[src/rtl/serial_tx_pkg.sv]
// Shared types and helpers for the serial frame transmitter.
// Optional ACK checking is enabled by defining SERIAL_TX_ACK_CHECK_EN.
package serial_tx_pkg;

  localparam int unsigned DEF_ADDR_W     = 7;
  localparam int unsigned DEF_DATA_W     = 8;
  localparam int unsigned DEF_FIFO_DEPTH = 4;
  localparam int unsigned DEF_CLK_DIV    = 4;

  typedef enum logic [2:0] {
    ST_IDLE,
    ST_START,
    ST_ADDR,
    ST_ADDR_ACK,
    ST_DATA,
    ST_DATA_ACK,
    ST_STOP_LO,
    ST_STOP_HI
  } state_e;

  // Ceiling log2; clog2(1) = 0.
  function automatic int unsigned clog2(input int unsigned v);
    int unsigned r;
    r = 0;
    for (int unsigned i = 0; i < 32; i++) begin
      if ((64'(1) << i) < 64'(v)) r = i + 1;
    end
    return r;
  endfunction

endpackage

[src/rtl/serial_frame_tx_if.sv]
// Host-side and serial-line signals of serial_frame_tx, bundled with
// master (driver) and slave (transmitter) views.
interface serial_frame_tx_if #(
  parameter int unsigned ADDR_W = serial_tx_pkg::DEF_ADDR_W,
  parameter int unsigned DATA_W = serial_tx_pkg::DEF_DATA_W
);
  logic              go;
  logic [ADDR_W-1:0] addr;
  logic [DATA_W-1:0] wr_data;
  logic              wr_valid;
  logic              wr_ready;
  logic              busy;
  logic              done;
  logic              ack_err;
  logic              out_d;
  logic              out_d_oe;
  logic              out_c;
  logic              in_d;

  modport master (
    output go, addr, wr_data, wr_valid, in_d,
    input  wr_ready, busy, done, ack_err, out_d, out_d_oe, out_c
  );

  modport slave (
    input  go, addr, wr_data, wr_valid, in_d,
    output wr_ready, busy, done, ack_err, out_d, out_d_oe, out_c
  );
endinterface

[src/rtl/serial_tx_fifo.sv]
// Synchronous data-word FIFO for serial_frame_tx; writes are dropped when
// full regardless of a simultaneous read.
module serial_tx_fifo
  import serial_tx_pkg::*;
#(
  parameter  int unsigned DATA_W     = DEF_DATA_W,
  parameter  int unsigned FIFO_DEPTH = DEF_FIFO_DEPTH,
  localparam int unsigned PTR_W      = clog2(FIFO_DEPTH),
  localparam int unsigned CNT_W      = PTR_W + 1
) (
  input  logic              clk_in,
  input  logic              reset_n,
  input  logic              wr_en,
  input  logic [DATA_W-1:0] wr_data,
  input  logic              rd_en,
  output logic [DATA_W-1:0] rd_data,
  output logic [CNT_W-1:0]  count,
  output logic              full,
  output logic              empty
);

  logic [DATA_W-1:0] mem_q [FIFO_DEPTH];
  logic [DATA_W-1:0] mem_d [FIFO_DEPTH];
  logic [PTR_W-1:0]  wr_ptr_q, wr_ptr_d;
  logic [PTR_W-1:0]  rd_ptr_q, rd_ptr_d;
  logic [CNT_W-1:0]  count_q, count_d;
  logic              push, pop;

  assign full    = (count_q == CNT_W'(FIFO_DEPTH));
  assign empty   = (count_q == '0);
  assign count   = count_q;
  assign rd_data = mem_q[rd_ptr_q];
  assign push    = wr_en && !full;
  assign pop     = rd_en && !empty;

  always_comb begin
    mem_d    = mem_q;
    wr_ptr_d = wr_ptr_q;
    rd_ptr_d = rd_ptr_q;
    count_d  = count_q;
    if (push) begin
      mem_d[wr_ptr_q] = wr_data;
      wr_ptr_d        = wr_ptr_q + PTR_W'(1);
    end
    if (pop) rd_ptr_d = rd_ptr_q + PTR_W'(1);
    case ({push, pop})
      2'b10:   count_d = count_q + CNT_W'(1);
      2'b01:   count_d = count_q - CNT_W'(1);
      default: count_d = count_q;
    endcase
  end

  always_ff @(posedge clk_in or negedge reset_n) begin
    if (!reset_n) begin
      for (int unsigned i = 0; i < FIFO_DEPTH; i++) mem_q[i] <= '0;
      wr_ptr_q <= '0;
      rd_ptr_q <= '0;
      count_q  <= '0;
    end else begin
      mem_q    <= mem_d;
      wr_ptr_q <= wr_ptr_d;
      rd_ptr_q <= rd_ptr_d;
      count_q  <= count_d;
    end
  end

endmodule

[src/rtl/serial_frame_tx.sv]
// Serial frame transmitter: START, address, ACK slot, buffered data words
// each with an ACK slot, STOP. NACK handling is built when
// SERIAL_TX_ACK_CHECK_EN is defined; otherwise ACK slots are ignored.
module serial_frame_tx
  import serial_tx_pkg::*;
#(
  parameter int unsigned ADDR_W     = DEF_ADDR_W,
  parameter int unsigned DATA_W     = DEF_DATA_W,
  parameter int unsigned FIFO_DEPTH = DEF_FIFO_DEPTH,
  parameter int unsigned CLK_DIV    = DEF_CLK_DIV
) (
  input logic              clk_in,
  input logic              reset_n,
  serial_frame_tx_if.slave bus
);

  localparam int unsigned PH_W = clog2(CLK_DIV) + 1;
  localparam int unsigned SH_W = (ADDR_W > DATA_W) ? ADDR_W : DATA_W;
  localparam int unsigned BC_W = clog2(SH_W) + 1;

  localparam logic [PH_W-1:0] HALF     = PH_W'(CLK_DIV);
  localparam logic [PH_W-1:0] HALF_END = PH_W'(CLK_DIV - 1);
  localparam logic [PH_W-1:0] CELL_END = PH_W'(2 * CLK_DIV - 1);

  state_e            state_q, state_d;
  logic [PH_W-1:0]   phase_q, phase_d;
  logic [BC_W-1:0]   bitcnt_q, bitcnt_d;
  logic [SH_W-1:0]   shift_q, shift_d;
  logic              done_q, done_d;

  logic              cell_end, half_end;
  logic              accept_go, ack_decide, nack, pop;
  logic              fifo_full, fifo_empty;
  logic [DATA_W-1:0] fifo_rd_data;
  logic [clog2(FIFO_DEPTH):0] unused_fifo_count;
  logic              out_c, out_d, out_d_oe;

  serial_tx_fifo #(
    .DATA_W     (DATA_W),
    .FIFO_DEPTH (FIFO_DEPTH)
  ) u_fifo (
    .clk_in  (clk_in),
    .reset_n (reset_n),
    .wr_en   (bus.wr_valid),
    .wr_data (bus.wr_data),
    .rd_en   (pop),
    .rd_data (fifo_rd_data),
    .count   (unused_fifo_count),
    .full    (fifo_full),
    .empty   (fifo_empty)
  );

  assign cell_end   = (phase_q == CELL_END);
  assign half_end   = (phase_q == HALF_END);
  assign accept_go  = (state_q == ST_IDLE) && bus.go;
  assign ack_decide = ((state_q == ST_ADDR_ACK) || (state_q == ST_DATA_ACK)) && cell_end;

  always_comb begin
    state_d  = state_q;
    phase_d  = phase_q;
    bitcnt_d = bitcnt_q;
    shift_d  = shift_q;
    done_d   = 1'b0;
    pop      = 1'b0;
    case (state_q)
      ST_IDLE: begin
        if (bus.go) begin
          state_d  = ST_START;
          phase_d  = '0;
          shift_d  = SH_W'(bus.addr) << (SH_W - ADDR_W);
          bitcnt_d = BC_W'(ADDR_W - 1);
        end
      end
      ST_START, ST_STOP_LO: begin
        if (half_end) begin
          phase_d = '0;
          state_d = (state_q == ST_START) ? ST_ADDR : ST_STOP_HI;
        end else begin
          phase_d = phase_q + PH_W'(1);
        end
      end
      ST_ADDR, ST_DATA: begin
        if (cell_end) begin
          phase_d = '0;
          shift_d = {shift_q[SH_W-2:0], 1'b0};
          if (bitcnt_q == '0) begin
            state_d = (state_q == ST_ADDR) ? ST_ADDR_ACK : ST_DATA_ACK;
          end else begin
            bitcnt_d = bitcnt_q - BC_W'(1);
          end
        end else begin
          phase_d = phase_q + PH_W'(1);
        end
      end
      ST_ADDR_ACK, ST_DATA_ACK: begin
        if (cell_end) begin
          phase_d = '0;
          if (nack || fifo_empty) begin
            state_d = ST_STOP_LO;
          end else begin
            // Head word is loaded on the slot's last cycle so DATA starts aligned.
            pop      = 1'b1;
            shift_d  = SH_W'(fifo_rd_data) << (SH_W - DATA_W);
            bitcnt_d = BC_W'(DATA_W - 1);
            state_d  = ST_DATA;
          end
        end else begin
          phase_d = phase_q + PH_W'(1);
        end
      end
      ST_STOP_HI: begin
        if (half_end) begin
          phase_d = '0;
          state_d = ST_IDLE;
          done_d  = 1'b1;
        end else begin
          phase_d = phase_q + PH_W'(1);
        end
      end
      default: state_d = ST_IDLE;
    endcase
  end

  always_ff @(posedge clk_in or negedge reset_n) begin
    if (!reset_n) begin
      state_q  <= ST_IDLE;
      phase_q  <= '0;
      bitcnt_q <= '0;
      shift_q  <= '0;
      done_q   <= 1'b0;
    end else begin
      state_q  <= state_d;
      phase_q  <= phase_d;
      bitcnt_q <= bitcnt_d;
      shift_q  <= shift_d;
      done_q   <= done_d;
    end
  end

`ifdef SERIAL_TX_ACK_CHECK_EN
  logic ack_err_q, ack_err_d;

  assign nack = bus.in_d;

  always_comb begin
    ack_err_d = ack_err_q;
    if (accept_go)                ack_err_d = 1'b0;
    else if (ack_decide && nack)  ack_err_d = 1'b1;
  end

  always_ff @(posedge clk_in or negedge reset_n) begin
    if (!reset_n) ack_err_q <= 1'b0;
    else          ack_err_q <= ack_err_d;
  end

  assign bus.ack_err = ack_err_q;
`else
  logic unused_ack_inputs;

  assign unused_ack_inputs = bus.in_d ^ accept_go ^ ack_decide;
  assign nack              = 1'b0;
  assign bus.ack_err       = 1'b0;
`endif

  // Line levels derive from registered state only, so reset forces idle levels at once.
  always_comb begin
    out_c    = 1'b1;
    out_d    = 1'b1;
    out_d_oe = 1'b1;
    case (state_q)
      ST_START: begin
        out_c = 1'b1;
        out_d = 1'b0;
      end
      ST_ADDR, ST_DATA: begin
        out_c = (phase_q >= HALF);
        out_d = shift_q[SH_W-1];
      end
      ST_ADDR_ACK, ST_DATA_ACK: begin
        out_c    = (phase_q >= HALF);
        out_d    = 1'b1;
        out_d_oe = 1'b0;
      end
      ST_STOP_LO: begin
        out_c = 1'b0;
        out_d = 1'b0;
      end
      ST_STOP_HI: begin
        out_c = 1'b1;
        out_d = 1'b0;
      end
      default: begin
        out_c    = 1'b1;
        out_d    = 1'b1;
        out_d_oe = 1'b1;
      end
    endcase
  end

  assign bus.out_c    = out_c;
  assign bus.out_d    = out_d;
  assign bus.out_d_oe = out_d_oe;
  assign bus.busy     = (state_q != ST_IDLE);
  assign bus.done     = done_q;
  assign bus.wr_ready = !fifo_full;

endmodule

[src/flat_wrapper.sv]
// flat-port wrapper written by rule: the top's interface ports become plain ports
module serial_frame_tx_flat import serial_tx_pkg::*;
#(
  parameter int unsigned ADDR_W     = DEF_ADDR_W,
  parameter int unsigned DATA_W     = DEF_DATA_W,
  parameter int unsigned FIFO_DEPTH = DEF_FIFO_DEPTH,
  parameter int unsigned CLK_DIV    = DEF_CLK_DIV
)
  (clk_in, reset_n, bus_go, bus_addr, bus_wr_data, bus_wr_valid, bus_in_d, bus_wr_ready, bus_busy, bus_done, bus_ack_err, bus_out_d, bus_out_d_oe, bus_out_c);
  serial_frame_tx_if #(.ADDR_W(ADDR_W), .DATA_W(DATA_W)) bus_i ();
  input logic clk_in;
  input logic reset_n;
  input wire logic [$bits(bus_i.go)-1:0] bus_go;
  input wire logic [$bits(bus_i.addr)-1:0] bus_addr;
  input wire logic [$bits(bus_i.wr_data)-1:0] bus_wr_data;
  input wire logic [$bits(bus_i.wr_valid)-1:0] bus_wr_valid;
  input wire logic [$bits(bus_i.in_d)-1:0] bus_in_d;
  output wire logic [$bits(bus_i.wr_ready)-1:0] bus_wr_ready;
  output wire logic [$bits(bus_i.busy)-1:0] bus_busy;
  output wire logic [$bits(bus_i.done)-1:0] bus_done;
  output wire logic [$bits(bus_i.ack_err)-1:0] bus_ack_err;
  output wire logic [$bits(bus_i.out_d)-1:0] bus_out_d;
  output wire logic [$bits(bus_i.out_d_oe)-1:0] bus_out_d_oe;
  output wire logic [$bits(bus_i.out_c)-1:0] bus_out_c;
  assign bus_i.go = bus_go;
  assign bus_i.addr = bus_addr;
  assign bus_i.wr_data = bus_wr_data;
  assign bus_i.wr_valid = bus_wr_valid;
  assign bus_i.in_d = bus_in_d;
  assign bus_wr_ready = bus_i.wr_ready;
  assign bus_busy = bus_i.busy;
  assign bus_done = bus_i.done;
  assign bus_ack_err = bus_i.ack_err;
  assign bus_out_d = bus_i.out_d;
  assign bus_out_d_oe = bus_i.out_d_oe;
  assign bus_out_c = bus_i.out_c;
  serial_frame_tx #(.ADDR_W(ADDR_W), .DATA_W(DATA_W), .FIFO_DEPTH(FIFO_DEPTH), .CLK_DIV(CLK_DIV)) u_core (.clk_in(clk_in), .reset_n(reset_n), .bus(bus_i));
endmodule
[config.mk]
export PLATFORM = sky130hd
export DESIGN_NAME = serial_frame_tx_flat
export DESIGN_NICKNAME = d
export VERILOG_FILES = /design/src/rtl/serial_tx_pkg.sv /design/src/rtl/serial_frame_tx_if.sv /design/src/rtl/serial_tx_fifo.sv /design/src/rtl/serial_frame_tx.sv /design/src/flat_wrapper.sv
export SDC_FILE = /design/constraint.sdc
export NUM_CORES = 1
export LEC_CHECK = 0
export ABC_AREA = 1
export BUFFER_PORTS_ARGS = -buffer_cell sky130_fd_sc_hd__buf_4
export CAP_MARGIN = 15
export CORE_MARGIN = 2
export CORE_UTILIZATION = 55
export DETAILED_ROUTE_END_ITERATION = 10
export PLACE_DENSITY = 0.74
export SKIP_LAST_GASP = 1
export SLEW_MARGIN = 10
export SYNTH_ARGS = -nofsm -noshare
export SYNTH_HDL_FRONTEND = slang
export SYNTH_HIERARCHICAL = 1
export SYNTH_SLANG_ARGS = --single-unit
[constraint.sdc]
create_clock -name clk_in -period 2.55 [get_ports clk_in]
set_input_delay 0.3825 -clock clk_in [delete_from_list [all_inputs] [get_ports clk_in]]
set_output_delay 0.3825 -clock clk_in [all_outputs]
set_load 0.005 [all_outputs]
[Word level (Yosys, flattened, before mapping)]
Index checks and enable logic that the tools add are counted.
Widths: inputs -> output; s select.
Storage, ports and cells
  word-level logic and storage cells: 103
  register bits: 58
Cells by class
  $lt $le $gt $ge: 4
  reduce and logical (&&, ||, !) cells: 19
  add/subtract/negate cells: 6
  equality and inequality tests: 20
  bitwise gates (word level): 2
  mux-type cells: 40
Operators with widths (number)
  $mux 8: 7
  $mux 3: 11
  $bwmux 32: 1
  $pmux 8 s3: 1
  $mux 4: 5
  $eq 3x3->1 const B: 6
  $bmux 8 s2: 1
  $demux 8 s2: 1
  $pmux 3 s5: 1
  $pmux 4 s3: 1
  $reduce_and 6->1: 2
  $ne 2x1->1 const B: 5
  $eq 3x2->1 const B: 3
  $ge 3x3->1 const B: 3
  $pmux 3 s3: 1
  $add 3x1->3 const B: 2
  $logic_not 3->1: 2
  $mux 1: 6
  $ne 2x2->1 const B: 3
  $not 2->3: 2
  $pmux 3 s2: 1
  $reduce_bool 3->1: 2
  $reduce_or 2->1: 3
  $reduce_and 5->1: 1
  other kinds (15): 20

[Logic depth before layout (Yosys ltp)]
  depth after elaboration: 7
  depth in mapped cells: 16
  depth with buffers taken out: 15

[Modules after synthesis]
Netlist, hierarchy kept.
By module, submodules not included
  serial_tx_fifo: area an instance 2031.9 um2, seq. area each 975.9 um2, instances 1, cells an instance 251
  serial_frame_tx: area an instance 1248.7 um2, seq. area each 475.5 um2, instances 1, cells an instance 178

[Least setup slack after synthesis]
No wires, ideal clock.
  kind: register to register
  start point: register u_core.state_q[1]
  end point: register u_core.u_fifo.count_q[2], in the netlist u_core/u_fifo/count[2]
  arrival time: 2140 ps
  slack: 293 ps
  period minus slack after synthesis: 2257 ps
  stages on the path, launching flop included: 15
  library setup time: 117 ps
  path through: dfrtp_1 -> buf_4 -> nand2_1 -> o21ai_2 -> inv_1 -> nor3_1 -> nand2_1 -> inv_1 -> ha_1 -> inv_1 -> fa_1 -> nand2_1 -> nand3_1 -> nand2_1 -> nand2_1
On the way
  cells in the longest elaborated chain, start to end: 6
  elaborated cells on any way between the ends: 9
  classes of those cells: eq/ne (4); mux (2); reduce/logical (3)
RTL lines
  start, declared: line serial_frame_tx.sv:25  | state_e state_q, state_d;
  start signal, assigned: line serial_frame_tx.sv:132  | state_q <= state_d;
  $eq 3x3->1 / $eq 3x2->1 (equally long branches)
  $reduce_or 2->1 (*): line serial_frame_tx.sv:65  | case (state_q)
  $mux 1 (*): line serial_frame_tx.sv:65
  named net u_core.pop: line serial_frame_tx.sv:32  | logic accept_go, ack_decide, nack, pop;
  $logic_and 1x1->1 (*): line serial_tx_fifo.sv:34  | assign pop = rd_en && !empty;
  named net u_core.u_fifo.pop: line serial_tx_fifo.sv:27  | logic push, pop;
  $eq 2x1->1 / $eq 2x2->1 (equally long branches): line serial_tx_fifo.sv:46  | case ({push, pop})
  $pmux 3 s2 / $reduce_bool 2->1 (equally long branches)
  end signal, assigned: line serial_tx_fifo.sv:63  | count_q <= count_d;
  end, declared: line serial_tx_fifo.sv:26  | logic [CNT_W-1:0] count_q, count_d;
Mark *: on every way through the listed nets, which the timed path passes. The rest lies on a longest branch.
A chain may end at the register's enable or synchronous reset.

[Worst setup path after layout]
  start point: register u_core.phase_q[0]
  end point: register u_core.u_fifo.count_q[2], in the netlist u_core/u_fifo/count[2]
On the way
  cells in the longest elaborated chain, start to end: 6
  elaborated cells on any way between the ends: 8
  classes of those cells: eq/ne (3); mux (3); reduce/logical (2)
RTL lines
  start, declared: line serial_frame_tx.sv:26  | logic [PH_W-1:0] phase_q, phase_d;
  start signal, assigned: line serial_frame_tx.sv:133  | phase_q <= phase_d;
  $eq 3x3->1 (*): line serial_frame_tx.sv:53  | assign cell_end = (phase_q == CELL_END);
  $mux 1 (*): line serial_frame_tx.sv:96  | if (cell_end) begin
  $mux 1 (*): line serial_frame_tx.sv:65
  named net u_core.pop: line serial_frame_tx.sv:32
  $logic_and 1x1->1 (*): line serial_tx_fifo.sv:34
  named net u_core.u_fifo.pop: line serial_tx_fifo.sv:27
  $eq 2x1->1 / $eq 2x2->1 (equally long branches): line serial_tx_fifo.sv:46
  $pmux 3 s2 / $reduce_bool 2->1 (equally long branches)
Marks and branches as above.

==> qor.csv <==
metric;value;unit
cell mode on critical path;nand2_1;
cts repair resizes;0;
Initial Utilization;56.07;%
WL final;7.066;mm
Worst R2R Start;u_core/phase_q[0]$_DFFE_PN0P_;
syn_area_per_cell;7.647;sq um
Max-cap violations;0;
chip height;81.23;um
register bit total from synthesis;58;
clock buffer depth;2;
commonest register cell after synthesis;dfrtp_1;
maximum vdd drop;616.9;uV
Fmax;0.4552;GHz
vias;2800;
Clock Skews;0.004944;ns
Slew @ Worst Pin;0.7410;ns
Final min period;2.197;ns
pre-CTS WS;0.2000;ns
max-slew violation count;0;
grt total ovfl;0;
Cell Pwr Density;1181;nW/um^2
# hold bufs at CTS;0;
GRT Resource Usage Total;24.11;%
share of cells above drive strength 1;13.78;%
Initial DRC Count;150;
pin count of the biggest net entering global routing;59;
worst stage delay on the critical path;0.38;ns
clk root buf;clkbuf_8;
Critical R2R Capture;u_core/u_fifo/count[2]$_DFFE_PN0P_;
Post-DRT Antenna Nets;0;
core footprint;5851;sq um
largest fanout on the critical path;3;
Final WS setup;0.3530;ns
synthesized area;3281;sq um
post-detailed-route wirelength per cell;13.46;um
Arr. time, crit path;2.42;ns
RSZ-0062 raised after global routing;no;
register area share after synthesis;44.24;%
Fin. Hold Viols;0;
reg-to-reg setup timing slack;0.35;ns
Tot Pwr;4240;uW
final period utilization;86.16;%
fin nets;478;
setup TNS;0;ns
Final GP Congestion;0.7921;
Area Overhead vs Synth;9.458;%
number of enable flip-flop cells after synthesis;0;
Post-Synthesis Cells;429;
vias per inst;5.333;
antenna violations before repair;0;
status;complete, no violations;
commonest non-fill, non-tap cell in the layout;nand2_1;
fill cell count;537;
Crit. End Element;flop;
Leak;0.001877;uW
most frequent cells in the layout;nand2_1 (164), dfrtp_1 (56), nand4_1 (36);
H-tree levels;3;
number of distinct library cells after synthesis;27;
die area;6598;sq um
CTS sink cnt;58;
Critical Path RT;2.77;ns
Ys Warns;6;
clock-pin slew on the worst setup and hold paths;0.06;ns
Die X;81.23;um
CTS tree;built;
DR pass1 iterations;4;
Reg2Reg Depth;13;
Site Rows;28;
hold crit path type;input pin to async pin;
cts bufs inserted;9;
crit start category;flop;
Final Cell Area;3591;sq um
Final Setup Violations;0;
crit path kind;flop to flop;
critical-path cell list;ha_1 > ha_1 > inv_1 > nor3_2 > nand2_1 > inv_1 > ha_1 > inv_1 > fa_1 > nand2_1 > nand3_1 > nand2_1 > nand2_1;
HPWL Detailed;4.793;mm
I/O Buffers;24;
first-pass GRT wire length;12.21;mm
Syn Nets;461;
asr flop ratio synth;100.0;%
vias in the first global route;2653;
Post-DP Area;3425;sq um
antenna diode count;0;
DRC;0;
Post-CTS Setup Bufs;0;
Slew HR;50.60;%
Ports;27;
slowest CP cell;fa_1;
worst-skew pair later-pin latency;0.33;ns
==> final cells by class <==
| type | instances | area [sq um] | area share, % |
|---|---|---|---|
| Sequential cell | 58 | 1454 | 40.49 |
| Timing Repair Buffer | 28 | 210.2 | 5.854 |
| Multi-Input combinational cell | 317 | 1554 | 43.28 |
| Tap cell | 75 | 93.84 | 2.613 |
| Inverter | 32 | 120.1 | 3.345 |
| Clock inverter | 6 | 35.03 | 0.9756 |
| Clock buffer | 9 | 123.9 | 3.449 |
==> flip-flops by register name, indices dropped and copies added, names as in the netlist <==
name / flops
u_core/bus.done: 1
u_core/u_fifo/count: 3
u_core/state_q: 3
u_core/u_fifo/wr_ptr_q: 2
u_core/shift_q: 8
u_core/phase_q: 3
u_core/bitcnt_q: 4
u_core/u_fifo/rd_ptr_q: 2
u_core/u_fifo/mem_q: 32
==> logic make-up after synthesis <==
logic type | synth area share (%)
flops | 44.24
fa+ha+maj | 4.805
simple gates | 35.97
buf+inv | 8.543
compound gates | 5.797
other cells | 0.1143
xor+xnor | 0.5340
==> layer usage <==
metal	vias up	wire (um)	global-route usage [%]
met4	0	51	9.661
met2	60	3469	39.59
met5	-	0	0
met1	1309	3203	31.58
met3	7	343	4.444
li1	1424	-	-
==> synthesized netlist by cell type (2+ instances only) <==
master | instances | area [sq um]
nand2_1 | 164 | 615.6
dfrtp_1 | 58 | 1451
nand4_1 | 36 | 225.2
nor2_1 | 29 | 108.9
o21ai_0 | 28 | 140.1
inv_1 | 26 | 97.59
nand3_1 | 25 | 125.1
buf_2 | 11 | 55.05
ha_1 | 11 | 137.6
buf_6 | 6 | 67.56
inv_2 | 6 | 22.52
buf_4 | 5 | 37.54
a21oi_1 | 3 | 15.01
nand3_2 | 3 | 30.03
nand2_2 | 2 | 12.51
nor2_4 | 2 | 22.52
nor3_1 | 2 | 10.01
o22ai_1 | 2 | 12.51
xnor2_1 | 2 | 17.52
==> worst max-delay path, delay by kind of cell, from the launching register on <==
kind	cells	cell delay (ns)
fa+ha+maj	4	0.91
buf+inv	3	0.20
flops	1	0.35
simple gates	6	0.65
==> worst max-delay path by stage <==
stage | from | to | slack, ns
floorplan | u_core/state_q[1]$_DFFE_PN0P_ | u_core/u_fifo/count[2]$_DFFE_PN0P_ | 0.29
global placement | u_core/state_q[1]$_DFFE_PN0P_ | u_core/u_fifo/count[2]$_DFFE_PN0P_ | 0.32
detailed placement | u_core/state_q[1]$_DFFE_PN0P_ | u_core/u_fifo/count[2]$_DFFE_PN0P_ | 0.20
CTS | u_core/state_q[1]$_DFFE_PN0P_ | u_core/u_fifo/count[2]$_DFFE_PN0P_ | 0.19
global route | u_core/phase_q[1]$_DFFE_PN0P_ | u_core/u_fifo/count[2]$_DFFE_PN0P_ | 0.09
finish | u_core/phase_q[0]$_DFFE_PN0P_ | u_core/u_fifo/count[2]$_DFFE_PN0P_ | 0.35
==> through the flow <==
step	utilization, %	std cells	hold WS [ns]
after floorplan	-	429	0.08691
after global placement	58.53	510	0.4480
after detailed placement	58.53	510	0.4534
after CTS	61.25	525	0.1376
after global routing	61.38	525	0.1693
final	61.38	525	0.1074
==> report_power, final <==
part,internal [uW],total [uW],switching (uW)
clock,339,705,366
sequential,1340,1610,272
combinational,688,1930,1240
No activity file was read; power rests on OpenSTA's default activity.
